$ cat config.mk
export PLATFORM = sky130hd
export DESIGN_NAME = tag_lookup_pipe_flat
export DESIGN_NICKNAME = d
export VERILOG_FILES = /design/src/rtl/tag_lookup_pipe_if.sv /design/src/rtl/tag_lookup_pipe.sv /design/src/flat_wrapper.sv
export SDC_FILE = /design/constraint.sdc
export NUM_CORES = 2
export LEC_CHECK = 0
export BUFFER_PORTS_ARGS = -buffer_cell sky130_fd_sc_hd__buf_2
export CAP_MARGIN = 20
export CORE_ASPECT_RATIO = 0.7
export CORE_UTILIZATION = 65
export DETAILED_ROUTE_END_ITERATION = 8
export GPL_TIMING_DRIVEN = 1
export PLACE_DENSITY = 0.82
export SLEW_MARGIN = 15
export SYNTH_ARGS = -nofsm -noshare
export SYNTH_HDL_FRONTEND = slang
export SYNTH_SLANG_ARGS = --single-unit
export TNS_END_PERCENT = 1
$ cat constraint.sdc
create_clock -name clk -period 16.23 [get_ports clk]
set_input_delay 3.246 -clock clk [delete_from_list [all_inputs] [get_ports clk]]
set_output_delay 3.246 -clock clk [all_outputs]
set_load 0.05 [all_outputs]
$ cat src/rtl/tag_lookup_pipe_if.sv
// Lookup, response, fill and invalidate signal bundle for tag_lookup_pipe.
// The master drives requests and array updates; the slave is the tag store.
interface tag_lookup_pipe_if #(
    parameter int WAYS       = 8,
    parameter int TAG_BITS   = 10,
    parameter int INDEX_BITS = 4
);
    localparam int WAY_BITS = $clog2(WAYS);

    logic                  reqValid;
    logic                  reqReady;
    logic [INDEX_BITS-1:0] reqIndex;
    logic [TAG_BITS-1:0]   reqTag;

    logic                  respValid;
    logic                  respReady;
    logic                  respHit;
    logic [WAY_BITS-1:0]   respWay;
    logic                  respMultiHit;
    logic [WAY_BITS-1:0]   respVictim;

    logic                  fillValid;
    logic [INDEX_BITS-1:0] fillIndex;
    logic [WAY_BITS-1:0]   fillWay;
    logic [TAG_BITS-1:0]   fillTag;

    logic                  invValid;
    logic [INDEX_BITS-1:0] invIndex;
    logic [WAY_BITS-1:0]   invWay;

    modport master (
        output reqValid, reqIndex, reqTag, respReady,
        output fillValid, fillIndex, fillWay, fillTag,
        output invValid, invIndex, invWay,
        input  reqReady, respValid, respHit, respWay,
        input  respMultiHit, respVictim
    );

    modport slave (
        input  reqValid, reqIndex, reqTag, respReady,
        input  fillValid, fillIndex, fillWay, fillTag,
        input  invValid, invIndex, invWay,
        output reqReady, respValid, respHit, respWay,
        output respMultiHit, respVictim
    );
endinterface

$ cat src/rtl/tag_lookup_pipe.sv
// N-way set-associative tag/valid store with a two-stage lookup pipeline.
// Returns hit, lowest hit way, multi-hit error and a replacement victim.
module tag_lookup_pipe #(
    parameter int WAYS       = 8,
    parameter int TAG_BITS   = 10,
    parameter int INDEX_BITS = 4
) (
    input logic clk,
    input logic reset,
    tag_lookup_pipe_if.slave bus
);
    localparam int WAY_BITS = $clog2(WAYS);
    localparam int SETS     = 1 << INDEX_BITS;

    logic [TAG_BITS-1:0] tag_q   [SETS][WAYS];
    logic [WAYS-1:0]     valid_q [SETS];
    logic [WAY_BITS-1:0] rrPtr_q [SETS];

    logic                  s1Valid_q, s1Valid_d;
    logic [INDEX_BITS-1:0] s1Index_q, s1Index_d;
    logic [TAG_BITS-1:0]   s1Tag_q, s1Tag_d;

    logic                respValid_q, respValid_d;
    logic                respHit_q, respHit_d;
    logic [WAY_BITS-1:0] respWay_q, respWay_d;
    logic                respMulti_q, respMulti_d;
    logic [WAY_BITS-1:0] respVictim_q, respVictim_d;

    logic                advance;
    logic                reqReady;
    logic                accept;
    logic [WAYS-1:0]     setValid;
    logic [WAYS-1:0]     match;
    logic                cmpHit;
    logic [WAY_BITS-1:0] cmpWay;
    logic                cmpMulti;
    logic [WAY_BITS-1:0] cmpVictim;

    assign advance  = !respValid_q || bus.respReady;
    assign reqReady = advance || !s1Valid_q;
    assign accept   = bus.reqValid && reqReady;

    // Tags carry no reset; validity alone decides whether a way counts.
    always_ff @(posedge clk) begin
        if (bus.fillValid) begin
            tag_q[bus.fillIndex][bus.fillWay] <= bus.fillTag;
        end
    end

    // Invalidate is applied after fill so a same-slot collision ends invalid.
    always_ff @(posedge clk or posedge reset) begin
        if (reset) begin
            for (int s = 0; s < SETS; s++) begin
                valid_q[s] <= '0;
                rrPtr_q[s] <= '0;
            end
        end else begin
            if (bus.fillValid) begin
                valid_q[bus.fillIndex][bus.fillWay] <= 1'b1;
                rrPtr_q[bus.fillIndex] <=
                    rrPtr_q[bus.fillIndex] + WAY_BITS'(1);
            end
            if (bus.invValid) begin
                valid_q[bus.invIndex][bus.invWay] <= 1'b0;
            end
        end
    end

    always_comb begin
        setValid = valid_q[s1Index_q];
        match    = '0;
        for (int w = 0; w < WAYS; w++) begin
            match[w] = setValid[w] &&
                       (tag_q[s1Index_q][w] == s1Tag_q);
        end
        cmpHit   = |match;
        cmpMulti = (match & (match - WAYS'(1))) != '0;
        cmpWay   = '0;
        for (int w = WAYS - 1; w >= 0; w--) begin
            if (match[w]) begin
                cmpWay = WAY_BITS'(w);
            end
        end
        // Prefer an empty way; fall back to the set's round-robin pointer.
        cmpVictim = rrPtr_q[s1Index_q];
        for (int w = WAYS - 1; w >= 0; w--) begin
            if (!setValid[w]) begin
                cmpVictim = WAY_BITS'(w);
            end
        end
    end

    always_comb begin
        s1Valid_d = s1Valid_q;
        s1Index_d = s1Index_q;
        s1Tag_d   = s1Tag_q;
        if (accept) begin
            s1Valid_d = 1'b1;
            s1Index_d = bus.reqIndex;
            s1Tag_d   = bus.reqTag;
        end else if (advance) begin
            s1Valid_d = 1'b0;
        end
    end

    always_comb begin
        respValid_d  = respValid_q;
        respHit_d    = respHit_q;
        respWay_d    = respWay_q;
        respMulti_d  = respMulti_q;
        respVictim_d = respVictim_q;
        if (advance) begin
            respValid_d = s1Valid_q;
            if (s1Valid_q) begin
                respHit_d    = cmpHit;
                respWay_d    = cmpWay;
                respMulti_d  = cmpMulti;
                respVictim_d = cmpVictim;
            end
        end
    end

    always_ff @(posedge clk or posedge reset) begin
        if (reset) begin
            s1Valid_q    <= 1'b0;
            s1Index_q    <= '0;
            s1Tag_q      <= '0;
            respValid_q  <= 1'b0;
            respHit_q    <= 1'b0;
            respWay_q    <= '0;
            respMulti_q  <= 1'b0;
            respVictim_q <= '0;
        end else begin
            s1Valid_q    <= s1Valid_d;
            s1Index_q    <= s1Index_d;
            s1Tag_q      <= s1Tag_d;
            respValid_q  <= respValid_d;
            respHit_q    <= respHit_d;
            respWay_q    <= respWay_d;
            respMulti_q  <= respMulti_d;
            respVictim_q <= respVictim_d;
        end
    end

    assign bus.reqReady     = reqReady;
    assign bus.respValid    = respValid_q;
    assign bus.respHit      = respHit_q;
    assign bus.respWay      = respWay_q;
    assign bus.respMultiHit = respMulti_q;
    assign bus.respVictim   = respVictim_q;
endmodule

$ cat src/flat_wrapper.sv
// flat-port wrapper written by rule: the top's interface ports become plain ports
module tag_lookup_pipe_flat 
#(
    parameter int WAYS       = 8,
    parameter int TAG_BITS   = 10,
    parameter int INDEX_BITS = 4
)
  (clk, reset, bus_reqValid, bus_reqIndex, bus_reqTag, bus_respReady, bus_fillValid, bus_fillIndex, bus_fillWay, bus_fillTag, bus_invValid, bus_invIndex, bus_invWay, bus_reqReady, bus_respValid, bus_respHit, bus_respWay, bus_respMultiHit, bus_respVictim);
  tag_lookup_pipe_if #(.WAYS(WAYS), .TAG_BITS(TAG_BITS), .INDEX_BITS(INDEX_BITS)) bus_i ();
  input logic clk;
  input logic reset;
  input wire logic [$bits(bus_i.reqValid)-1:0] bus_reqValid;
  input wire logic [$bits(bus_i.reqIndex)-1:0] bus_reqIndex;
  input wire logic [$bits(bus_i.reqTag)-1:0] bus_reqTag;
  input wire logic [$bits(bus_i.respReady)-1:0] bus_respReady;
  input wire logic [$bits(bus_i.fillValid)-1:0] bus_fillValid;
  input wire logic [$bits(bus_i.fillIndex)-1:0] bus_fillIndex;
  input wire logic [$bits(bus_i.fillWay)-1:0] bus_fillWay;
  input wire logic [$bits(bus_i.fillTag)-1:0] bus_fillTag;
  input wire logic [$bits(bus_i.invValid)-1:0] bus_invValid;
  input wire logic [$bits(bus_i.invIndex)-1:0] bus_invIndex;
  input wire logic [$bits(bus_i.invWay)-1:0] bus_invWay;
  output wire logic [$bits(bus_i.reqReady)-1:0] bus_reqReady;
  output wire logic [$bits(bus_i.respValid)-1:0] bus_respValid;
  output wire logic [$bits(bus_i.respHit)-1:0] bus_respHit;
  output wire logic [$bits(bus_i.respWay)-1:0] bus_respWay;
  output wire logic [$bits(bus_i.respMultiHit)-1:0] bus_respMultiHit;
  output wire logic [$bits(bus_i.respVictim)-1:0] bus_respVictim;
  assign bus_i.reqValid = bus_reqValid;
  assign bus_i.reqIndex = bus_reqIndex;
  assign bus_i.reqTag = bus_reqTag;
  assign bus_i.respReady = bus_respReady;
  assign bus_i.fillValid = bus_fillValid;
  assign bus_i.fillIndex = bus_fillIndex;
  assign bus_i.fillWay = bus_fillWay;
  assign bus_i.fillTag = bus_fillTag;
  assign bus_i.invValid = bus_invValid;
  assign bus_i.invIndex = bus_invIndex;
  assign bus_i.invWay = bus_invWay;
  assign bus_reqReady = bus_i.reqReady;
  assign bus_respValid = bus_i.respValid;
  assign bus_respHit = bus_i.respHit;
  assign bus_respWay = bus_i.respWay;
  assign bus_respMultiHit = bus_i.respMultiHit;
  assign bus_respVictim = bus_i.respVictim;
  tag_lookup_pipe #(.WAYS(WAYS), .TAG_BITS(TAG_BITS), .INDEX_BITS(INDEX_BITS)) u_core (.clk(clk), .reset(reset), .bus(bus_i));
endmodule
==> impl_metrics.toml <==
[status]
status = "complete, but fails checks"
violations = "DRC"

[global_route]
grtUsageTotal_pct = 37.0
grt_pass1_vias = 34400
antenna_found_initial = 18
grt_max_degree = 133
grt_pass1_wl_mm = 245
grt-ovfl-total = 0

[synthesis]
synth_edf_count = 1280
async_reset_ff_share_pct = 13.5
synth.ff_latch_count = 1480
synth.distinct_cells = 85
synthCells = 3246
syn_area_sq_um = 60800
ys_seq_area_share_pct = 71.5
ys_warn_count = 0
synth_fp_nets = 3291
syn_avg_cell_area_sq_um = 18.7
ys.flop_type = "edfxtp_1"

[detailed_routing]
first_iter_violations = 6170
wire_per_inst_um = 36.5
drc = 1
viasPerCell = 7.39
drtPass1Iterations = 9
route.vias.total = 35100
finalWirelength_mm = 173
antenna_left = 0

[die]
fp.dieH_um = 258
die_w_um = 367
placementRows = 93
ios = 54
coreArea_sq_um = 92300
start_util_pct = 65.9
die_area_sq_um = 94700

[placement]
port-buffer-count = 53
gp_congestion = 0.975
placed_cells = 4474
hpwl_mm = 104

[min_path]
worstHoldStart = "u_core.valid_q[65]"
hold_path.class = "flop to flop"
worstHoldPathCells = 1
holdPathEnd = "u_core.valid_q[65]"

[worst_setup_path]
max_stage_delay_ns = 0.25
crit_slowest_cell = "buf_2"
critical_path.max_fanout = 3
cp-start-kind = "input pin"
criticalPathCategory = "input pin to primary output"
reg2reg_slack_ns = 10.23
crit_arrival_ns = 3.79
crit-reg2reg-launch = "u_core.s1Index_q[0]"
worst_r2r_endpoint = "u_core.bus.respMultiHit"
required_ns = 12.98
critPathCaptureType = "primary output"
crit_top_cell = "buf_2"
reg2regPathDepth = 11
crit_chain = "buf_2, nand3b_1, buf_2"

[clock_network]
cts_resized = 0
cts_tree = "done"
cts_hold_repair.buffers = 0
clk_pin_slew_ns = 0.06
cts_buffers = 136
clockBufferDepth = 3
cts_num_sinks = 1480
cts-root-buf = "clkbuf_16"
post-cts-setup-buffers = 0
cts_max_level = 4
worst_skew_pair.late_latency_ns = 0.78

[sta]
finClkSkew_ns = 0.0453
tns_ns = 0
setup_viol = 0
finalCritPeriodShare_pct = 43.4
period_needed_ns = 7.04
finalHoldViolCount = 0
rsz0062_at_grt = "no"
max-slew-margin-rel_pct = 16.3
max_freq_mhz = 142
worstMarginPinSlew_ns = 1.25
finalMaxSlewViolations = 0

[power]
p_comb_share_pct = 14.7
powerDensity_nw_per_um2 = 132
seq_power_share_pct = 49.0
ir_worst_vdd_v = 0.000110
intPower_uw = 6580
switchingPower_uw = 2280
sw_frac_of_total_pct = 25.8
clkPwrFrac_pct = 36.3
p_leak_uw = 0.0228

[layout]
final_cell_mix = "1280 x edfxtp_1, 315 x mux4_2, 239 x nor2_1, 196 x dfrtp_1, 182 x mux2i_1"
fin_cells = 4753
area_delta_synth_final_pct = 10.5
final_layout_size_suffix_gt1_share_pct = 23.9
final_common_cell = "edfxtp_1"
nNetsFinal = 3453
fillCellCount = 5069

[flow_run]
max_cap_viol_count = 0
## Yosys cell counts (5+ instances only)
library cell	instances	area, sq um
dfrtp_1	200	5000
and2_1	7	43.8
nor4_1	10	62.6
mux4_2	315	7090
xor2_1	22	193
buf_6	23	259
a211oi_1	8	60.1
mux2_2	71	800
a22oi_1	50	375
mux4_1	25	657
nor2b_1	19	119
buf_12	6	120
or3_1	6	37.5
o22a_1	47	412
nand3b_1	5	37.5
nand4_1	20	125
nor2_1	261	980
nand2b_1	17	106
o22ai_1	15	93.8
edfxtp_1	1280	38400
mux2i_1	182	1820
nand3_1	44	220
xnor2_1	74	648
a221oi_1	9	78.8
a21oi_1	99	495
o211ai_1	11	82.6
a22o_1	11	96.3
inv_2	5	18.8
nand4b_1	7	61.3
o21ai_0	41	205
buf_2	51	255
buf_4	29	218
nand2_1	93	349
nor3_1	20	100
buf_1	9	33.8
and3_1	6	37.5
clkbuf_1	56	210
## power by group through the flow
stage / registers (uW) / clock network [uW] / logic [uW]
4_1_cts: 4340 / 3230 / 1260
3_5_place_dp: 4420 / 0 / 1240
3_3_place_gp: 4410 / 0 / 1200
2_1_floorplan: 4370 / 0 / 893
6_report: 4350 / 3220 / 1300
5_1_grt: 4350 / 3350 / 1350
## layer usage
metal	vias up	global-route usage, %	share of wire [%]
met1	17800	52.0	35
met2	3226	53.3	44
met4	24	15.6	4.4
met5	-	0.296	0.10
met3	581	13.1	16
li1	13500	-	-
## sequential cells by signal, summed over array words and instances, names as in the netlist
signal,cells
u_core.tag_q,1280
u_core.s1Tag_q,10
u_core.bus.respMultiHit,1
u_core.bus.respVictim,3
u_core.rrPtr_q,48
u_core.bus.respHit,1
u_core.bus.respWay,3
u_core.s1Valid_q,1
u_core.valid_q,128
u_core.bus.respValid,1
u_core.s1Index_q,4
## area by class of cell
| type | instances | area [sq um] | share of cell area (%) |
|---|---|---|---|
| timing repair buffer | 203 | 1490 | 2.22 |
| inverter | 12 | 52.6 | 0.0783 |
| sequential | 1480 | 43500 | 64.7 |
| clock inverter | 70 | 728 | 1.08 |
| tap | 1235 | 1550 | 2.30 |
| multi-input combinational | 1575 | 16200 | 24.1 |
| antenna | 6 | 15.0 | 0.0224 |
| clock buffer | 172 | 3650 | 5.44 |
## per-stage QoR
stage	hold WS [ns]	setup WS [ns]	cell area, sq um	total power [uW]	util (%)
6_report	0.490	9.19	67100	8870	72.7
5_1_grt	0.506	9.19	67100	9050	72.7
4_1_cts	0.486	9.21	66800	8830	72.4
3_5_place_dp	0.472	9.21	62400	5660	67.6
3_3_place_gp	0.464	9.21	62300	5610	67.6
2_1_floorplan	0.452	7.53	60800	5260	-
## worst max-delay path: cells and delay by family
kind | cells | cell delay, ns
AND/OR/NAND/NOR | 1 | 0.20
buffers and inverters | 2 | 0.35
## cell families (layout without fill, tap and decap cells)
group	count (synthesis)	after routing	synth area share, %
mux	593	593	17.1
simple gates	542	542	4.17
compound gates	343	343	3.90
xor+xnor	96	96	1.38
other cells	0	6	0
buf+inv	191	457	1.97
flops	1480	1480	71.5
fa+ha+maj	1	1	0.0206
## how the worst max path moves through the flow
stage | start | endpoint | slack [ns]
after floorplan | reset | u_core.bus.respHit | 7.53
after global placement | bus_respReady | bus_reqReady | 9.21
after detailed placement | bus_respReady | bus_reqReady | 9.21
after CTS | bus_respReady | bus_reqReady | 9.21
after global routing | bus_respReady | bus_reqReady | 9.19
final | bus_respReady | bus_reqReady | 9.19
No activity file was read; power rests on OpenSTA's default activity.
